==> src/rtl/div_result_fifo.sv <==
// div_result_fifo: flags divider results (divide-by-zero, quotient overflow) and buffers them in a show-ahead FIFO
module div_result_fifo #(
    parameter int DEPTH = 4,
    parameter int CNT_W = 8
) (
    input  logic                     clk,
    input  logic                     rst,
    input  logic                     in_valid,
    output logic                     in_ready,
    input  logic [7:0]               in_dividend,
    input  logic [7:0]               in_divisor,
    input  logic [7:0]               in_result,
    output logic                     out_valid,
    input  logic                     out_ready,
    output logic [7:0]               out_data,
    output logic                     out_dz,
    output logic                     out_ovf,
    output logic [$clog2(DEPTH):0]   level,
    output logic [CNT_W-1:0]         err_count
);
    localparam int AW = $clog2(DEPTH);
    localparam logic [AW:0] FULL = (AW+1)'(DEPTH);
    logic [9:0] mem [DEPTH];
    logic [AW-1:0] wp, rp;
    logic dz, ovf, push, pop;
    always_comb begin
        dz = in_divisor == 8'd0;
        ovf = !dz && ({4'b0, in_dividend} >= {in_divisor, 4'b0});
        in_ready = !rst && level != FULL;
        out_valid = level != '0;
        push = in_valid && in_ready;
        pop = out_valid && out_ready && !rst;
        {out_data, out_dz, out_ovf} = mem[rp];
    end
    always_ff @(posedge clk)
        if (push) mem[wp] <= {dz ? 8'hFF : in_result, dz, ovf};
    always_ff @(posedge clk) begin
        if (rst) begin
            wp <= '0;
            rp <= '0;
            level <= '0;
            err_count <= '0;
        end else begin
            wp <= wp + AW'(push);
            rp <= rp + AW'(pop);
            level <= level + (AW+1)'(push) - (AW+1)'(pop);
            if (push && (dz || ovf) && err_count != '1) err_count <= err_count + CNT_W'(1);
        end
    end
endmodule

==> config.mk <==
export PLATFORM = sky130hd
export DESIGN_NAME = div_result_fifo
export DESIGN_NICKNAME = d
export VERILOG_FILES = /design/src/rtl/div_result_fifo.sv
export SDC_FILE = /design/constraint.sdc
export NUM_CORES = 1
export LEC_CHECK = 0
export CORE_ASPECT_RATIO = 1.2
export CORE_MARGIN = 4
export CORE_UTILIZATION = 46
export DETAILED_ROUTE_END_ITERATION = 8
export GPL_TIMING_DRIVEN = 0
export PLACE_DENSITY = 0.85
export RECOVER_POWER = 25
export SLEW_MARGIN = 20
export SYNTH_ARGS = -nofsm -noshare
export SYNTH_HDL_FRONTEND = slang
export SYNTH_SLANG_ARGS = --single-unit
==> constraint.sdc <==
create_clock -name clk -period 2.5 [get_ports clk]
set_input_delay 0.5 -clock clk [delete_from_list [all_inputs] [get_ports clk]]
set_output_delay 0.5 -clock clk [all_outputs]
set_load 0.02 [all_outputs]
==> results by group, run 1 <==
Cells and area
  • Layout cells sized above 1: between 10% and 20%
  • Most frequent cells in the layout: edfxtp_1 (40), clkdlybuf4s50_1 (27), dfxtp_1 (15)
  • Area delta synth->final: 29.49%
  • Commonest non-fill, non-tap cell in the layout: edfxtp_1
  • Util after Layout: 63.17%
  • Fin nets: approximately 270
  • Post-route insts no fill: ~300
  • Ant diodes: 0
  • Design Area, Final: around 3200 sq um

Pwr
  • Reg power frac: between 40% and 50%
  • Lkg Pwr: 1.159 nW
  • Net Sw Frac: roughly 29%
  • VDD IR max: slightly above 0.6 mV
  • Gate power share: 29.1%
  • Total power: around 2.2 mW
  • Pwr dens: ~680 nW/um^2
  • Int Pwr: 1.547 mW
  • Net Sw Power: around 0.64 mW
  • Clock network power share: about a fifth

STA
  • Endpoints failing hold: 0
  • Max Slew Vio Count: 0
  • Rel. slew slack: about 37%
  • Fin crit share: 95.39%
  • Slew @ Worst Pin: about 0.95 ns
  • Hold_ws: around 0.51 ns
  • Fmax: 0.4193 GHz
  • Minimum clock period: between 2 and 2.5 ns
  • Final Skew: about 0.006 ns
  • RSZ-0062 raised after global routing: no
  • Setup violators final: 0

Logic synthesis
  • Post-Syn Instances: approximately 180
  • EDFF count, synth: 40
  • Synth Area per Inst: approximately 14 sq um
  • Ys async rst share: 0%
  • Synth area leader: edfxtp_1
  • Post-Syn Nets: 213
  • Register area share after synthesis: 61.01%
  • Post-synthesis register bit count: 55
  • Cell area after synthesis: about 2500 sq um
  • Warnings, synthesis: 0
  • Yosys cell types: 37
  • Ys flop type: edfxtp_1
  • Share of the synthesized area in the top cell type: between 40% and 50%
  • Synth top area cells: edfxtp_1 (49%), dfxtp_1 (12%), mux4_2 (9.2%)

Floorplanning
  • DIE WIDTH: around 75 um
  • Initial Util: between 40% and 50%
  • Rows: 28
  • Die span in y: 88.13 um
  • Core area: ~5000 sq um
  • Die Area: between 6000 and 7000 sq um
  • Number of I/O pins: 51

Critical path
  • Crit path max-delay cell type: or4_4
  • Max incr delay on CP: ~0.56 ns
  • Worst EP arrival: around 2.6 ns
  • WS Path Type: primary input to flop
  • WP data required: between 2 and 3 ns
  • Startpoint Class: primary input
  • CP max FO: 6
  • Cells along the critical path: clkdlybuf4s50_1 -> or4_4 -> a2111oi_4 -> o31ai_2 -> buf_6 -> buf_6 -> or3_1 -> a21oi_1
  • Most numerous cell on the critical path: buf_6
  • Worst Setup End Kind: flop

Detailed routing
  • Metal3 WL: around 300 um
  • Iter 0 DRT Violations: 67
  • Highest Signal Layer: met4
  • Met1 wire length: 1989 um
  • Met2 routed WL: ~2200 um
  • Number of vias per cell: 5.455
  • Antenna-violating nets left: 0
  • Vias: 1620
  • DR WL/cell: around 15 um
  • TritonRoute pass-1 iters: 4
  • Final WL: 4555 um
  • DRC: 0

Clock network
  • Clock latency on the worst-skew pair: roughly 0.30 ns
  • Clk sinks: 55
  • H-Tree Depth: 2
  • CTS Root Cell: clkbuf_8
  • Longest Clk Path Bufs: 2
  • TritonCTS clock tree: yes
  • Reg clk slew, reported paths: roughly 0.090 ns
  • Clock buffer count from CTS: 5

Global route
  • First-pass GRT wire length: 7521 um
  • Global Route Usage Sum: 15.08%
  • Grt ovf: 0
  • Number of global-route vias before repair: 1719
  • Pin count of the biggest net entering global routing: 17
  • Initial antenna violation count: 0

Placed design
  • DP Wirelength: approximately 3300 um
  • PortBufs: just under 50
  • Placed insts: 286
  • Gp weighted congestion: roughly 0.85
  • Cell Area, Placed: 3037 sq um

Outcome
  • Status: finished, final reports clean

Min path
  • Min-delay worst type: flop to flop

Run
  • Max Cap Viol: 0
[synth_stat cells (2+ instances only)]
library cell and n:
xnor2_1 4, or4_1 3, clkbuf_1 3, nor2_1 7, inv_1 13, o31ai_1 6
nand2b_1 12, and3_1 2, mux4_2 10, nor3_1 4, nor2b_1 3, or3_1 3
nand2_1 9, o21ai_1 2, dfxtp_1 15, edfxtp_1 40, a21oi_1 10, ha_1 7
nand3_1 6
[critical path, delay by kind of cell]
family | cells | cell delay [ns]
AND/OR/NAND/NOR | 2 | 0.92
AO/OA/AOI/OAI | 3 | 0.54
buffers and inverters | 3 | 0.65
[final cells by class]
type                       instances  area, sq um
fill                             391         1858
sequential                        55         1501
multi-input combinational        104        934.6
timing repair buffer              52        508.0
tap                               60        75.07
clock buffer                       5        68.82
inverter                          13        48.80
buffer                             5        35.03
clock inverter                     3        15.01
[what timing repair did]
item                       in CTS  in global routing
hold buffers                    0                  0
pin swaps                      10                  2
setup endpoints to repair      13                  4
resized for setup              22                  5
setup buffers                   3                  0
[state kept, by name, summed over array words and instances, names as in the netlist]
register	cells
err_count	8
level	3
mem	40
rp	2
wp	2
[power by group through the flow]
stage | Clock (mW) | Sequential (mW) | Combinational (mW)
floorplan | 0 | 1.11 | 0.380
global placement | 0 | 1.10 | 0.643
detailed placement | 0 | 1.10 | 0.656
CTS | 0.471 | 1.08 | 0.644
global route | 0.512 | 1.09 | 0.690
finish | 0.463 | 1.08 | 0.636
[stage by stage]
| step | setup TNS (ns) | setup WS, ns |
|---|---|---|
| finish | 0 | 0.1152 |
| global route | 0 | 0.003761 |
| CTS | 0 | 0.04083 |
| detailed placement | -5.144 | -0.5118 |
| global placement | -5.792 | -0.4868 |
| floorplan | 0 | 0.03005 |
[path summary, 6_finish.rpt]
check,cells past startpoint,endpoint,slack [ns],start
setup reg to reg,9,level[2],0.24,level[1]
hold reg to reg,2,err_count[7],0.51,err_count[7]
setup / recovery,8,err_count[0],0.12,in_divisor[4]
hold / removal,2,err_count[7],0.51,err_count[7]
[layer usage]
layer | track usage [%] | vias to the layer above
met1 | 18.56 | 763
met3 | 3.789 | 11
met2 | 24.86 | 61
met5 | 0 | -
met4 | 6.796 | 0
li1 | - | 785
[kinds of logic (layout without fill, tap and decap cells)]
kind of cell | after synthesis | after routing | share of synthesized area, %
AO/OA/AOI/OAI | 23 | 23 | 7.067
buffers and inverters | 18 | 78 | 3.050
XOR/XNOR | 5 | 5 | 1.779
multiplexers | 11 | 11 | 9.558
adder cells (fa/ha/maj) | 8 | 8 | 4.372
AND/OR/NAND/NOR | 57 | 57 | 13.17
flip-flops | 55 | 55 | 61.01
(Power assumes the default switching activity.)
==> inputs of run 2 (changes only) <==
CORE_MARGIN = unset   (was 4)
==> results by group, run 2 (synthesized netlist as in run 1, its figures left out) <==
Clock network
  • Clock latency on the worst-skew pair: 0.31 ns (about the same)
  • Longest Clk Path Bufs: 2 (unchanged)
  • Clk sinks: 55 (unchanged)
  • Reg clk slew, reported paths: 0.09 ns (about the same)
  • H-Tree Depth: 2 (unchanged)
  • TritonCTS clock tree: yes
  • Post-CTS Hold Fix Bufs: 0 (unchanged)
  • CTS Root Cell: clkbuf_8
  • Clock buffer count from CTS: 5 (unchanged)

Critical path
  • Crit path max-delay cell type: or4_4
  • Flop-to-flop setup slack: 0.20 ns (-0.04 ns)
  • Startpoint Class: primary input
  • Cells along the critical path: clkdlybuf4s50_1 -> or4_4 -> a2111oi_4 -> o31ai_2 -> buf_6 -> buf_6 -> or3_1 -> a21oi_2
  • WP data required: 2.74 ns (about the same)
  • Max incr delay on CP: 0.57 ns (about the same)
  • Worst Setup End Kind: flop
  • WS Path Type: primary input to flop
  • Most numerous cell on the critical path: buf_6
  • Worst EP arrival: 2.65 ns (+0.03 ns)
  • CP max FO: 7 (+1)

Cells and area
  • Area delta synth->final: 30.50%
  • Biggest register: mem
  • Layout cells sized above 1: 15.97% (+0.35 points)
  • Fin nets: 273 (+0.37%)
  • Top flop regs: mem (40), err_count (8), level (3)
  • Commonest non-fill, non-tap cell in the layout: edfxtp_1
  • Most frequent cells in the layout: edfxtp_1 (40), clkdlybuf4s50_1 (29), dfxtp_1 (14)
  • Ant diodes: 0 (unchanged)
  • # fillers: 393 (+0.51%)
  • Largest register FFs: 40 (unchanged)

Detailed routing
  • Antenna-violating nets left: 0 (unchanged)
  • DR WL/cell: 15.85 um (+3.4%)
  • Number of vias per cell: 5.440 (-0.27%)
  • TritonRoute pass-1 iters: 4 (unchanged)
  • Vias: 1621 (+0.062%)
  • Final WL: 4724 um (+3.7%)
  • Iter 0 DRT Violations: 89 (+33%)
  • DRC: 0 (unchanged)

STA
  • Post-route worst setup slack: 0.09123 ns (-0.02395 ns)
  • Fmax: 0.4152 GHz (-0.99%)
  • Fin crit share: 96.35% (+0.96 points)
  • Final Skew: 0.006300 ns (+0.0003151 ns)
  • Max Slew Vio Count: 0 (unchanged)
  • Rel. slew slack: 37.52% (+1.0 points)
  • Minimum clock period: 2.409 ns (+0.02395 ns)
  • Endpoints failing hold: 0 (unchanged)
  • Setup violators final: 0 (unchanged)
  • Slew @ Worst Pin: 0.9337 ns (-0.01493 ns)
  • Hold_ws: 0.5222 ns (+0.007989 ns)

Global route
  • Initial antenna violation count: 0 (unchanged)
  • Pin count of the biggest net entering global routing: 19 (+2)
  • Number of global-route vias before repair: 1596 (-7.2%)
  • Global Route Usage Sum: 18.57% (+3.5 points)
  • Grt ovf: 0 (unchanged)
  • First-pass GRT wire length: 7500 um (-0.28%)

Pwr
  • VDD IR max: 0.4217 mV (-31%)
  • Total power: 2.221 mW (+1.8%)
  • Pwr dens: 691.5 nW/um^2 (+0.99%)
  • Lkg Pwr: 1.187 nW (+2.4%)

Placed design
  • DP Worst Slack: -0.6007 ns (-0.08897 ns)
  • DP Wirelength: 3390 um (+4.0%)
  • PortBufs: 49 (unchanged)
  • Gp weighted congestion: 0.8082 (-4.7%)

Floorplanning
  • Die span in y: 82.13 um (-6.8%)
  • Core area: 5045 sq um (unchanged)
  • Initial Util: 48.78% (unchanged)
  • DIE WIDTH: 68.77 um (-8.0%)
  • Number of I/O pins: 51 (unchanged)
  • Rows: 28 (unchanged)
  • Die Area: 5648 sq um (-14%)

Min path
  • Min-delay worst type: flop to flop

Run
  • Max Cap Viol: 0 (unchanged)

Outcome
  • Status: finished, final reports clean
run 2: changes by cell type in the layout (fill, tap and decap cells not counted), sizes merged, moves of 2 or more:
| cell | before | now |
|---|---|---|
| dlygate4sd2 | 9 | 3 |
| dlymetal6s2s | 1 | 6 |
| clkinv | 3 | 0 |
| clkdlybuf4s50 | 27 | 29 |
| clkinvlp | 0 | 2 |
run 2: worst paths after layout:
path            startpoint      endpoint  depth (start not counted)
min           err_count[7]  err_count[7]                          2
min reg2reg   err_count[7]  err_count[7]                          2
max          in_divisor[4]  err_count[0]                          8
max reg2reg       level[1]      level[2]                          9
run 2: metrics by stage:
step	instances	TNS, ns	util [%]	cell area, sq um
6_report	298	0	63.67	3212
5_1_grt	298	-0.02706	63.67	3212
4_1_cts	298	0	63.47	3202
3_5_place_dp	287	-5.850	60.34	3044
3_3_place_gp	286	-5.851	60.09	3032
2_1_floorplan	177	0	-	2466
run 2: layout make-up:
| class | instances | area [sq um] | area share, % |
|---|---|---|---|
| Buffer | 5 | 35.03 | 1.091 |
| Clock buffer | 5 | 68.82 | 2.143 |
| Clock inverter | 3 | 23.77 | 0.7402 |
| Inverter | 13 | 48.80 | 1.519 |
| Multi-Input combinational cell | 104 | 925.9 | 28.83 |
| Sequential cell | 55 | 1503 | 46.79 |
| Tap cell | 60 | 75.07 | 2.337 |
| Timing Repair Buffer | 53 | 531.8 | 16.56 |
run 2: power by group:
| group | total (mW) | switching, mW | internal [mW] |
|---|---|---|---|
| Clock | 0.494 | 0.293 | 0.201 |
| Combinational | 0.645 | 0.310 | 0.335 |
| Sequential | 1.08 | 0.0486 | 1.03 |
| Total | 2.22 | 0.652 | 1.57 |
run 2: metal layers:
| layer | track usage, % | routed length (um) |
|---|---|---|
| met1 | 21.59 | 1944 |
| met2 | 33.33 | 2478 |
| met3 | 4.533 | 238 |
| met4 | 5.510 | 63 |
| met5 | 0 | 0 |
run 2: worst max-delay path: cells and delay by family:
family                 cells  cell delay [ns]
AND/OR/NAND/NOR            2             0.95
AO/OA/AOI/OAI              3             0.52
buffers and inverters      3             0.67
run 2: repair_timing:
| action | CTS | global route |
|---|---|---|
| endpoints found under the setup margin | 14 | 8 |
| buffers inserted | 3 | 0 |
| resized for setup | 20 | 7 |
| pin swaps | 9 | 3 |
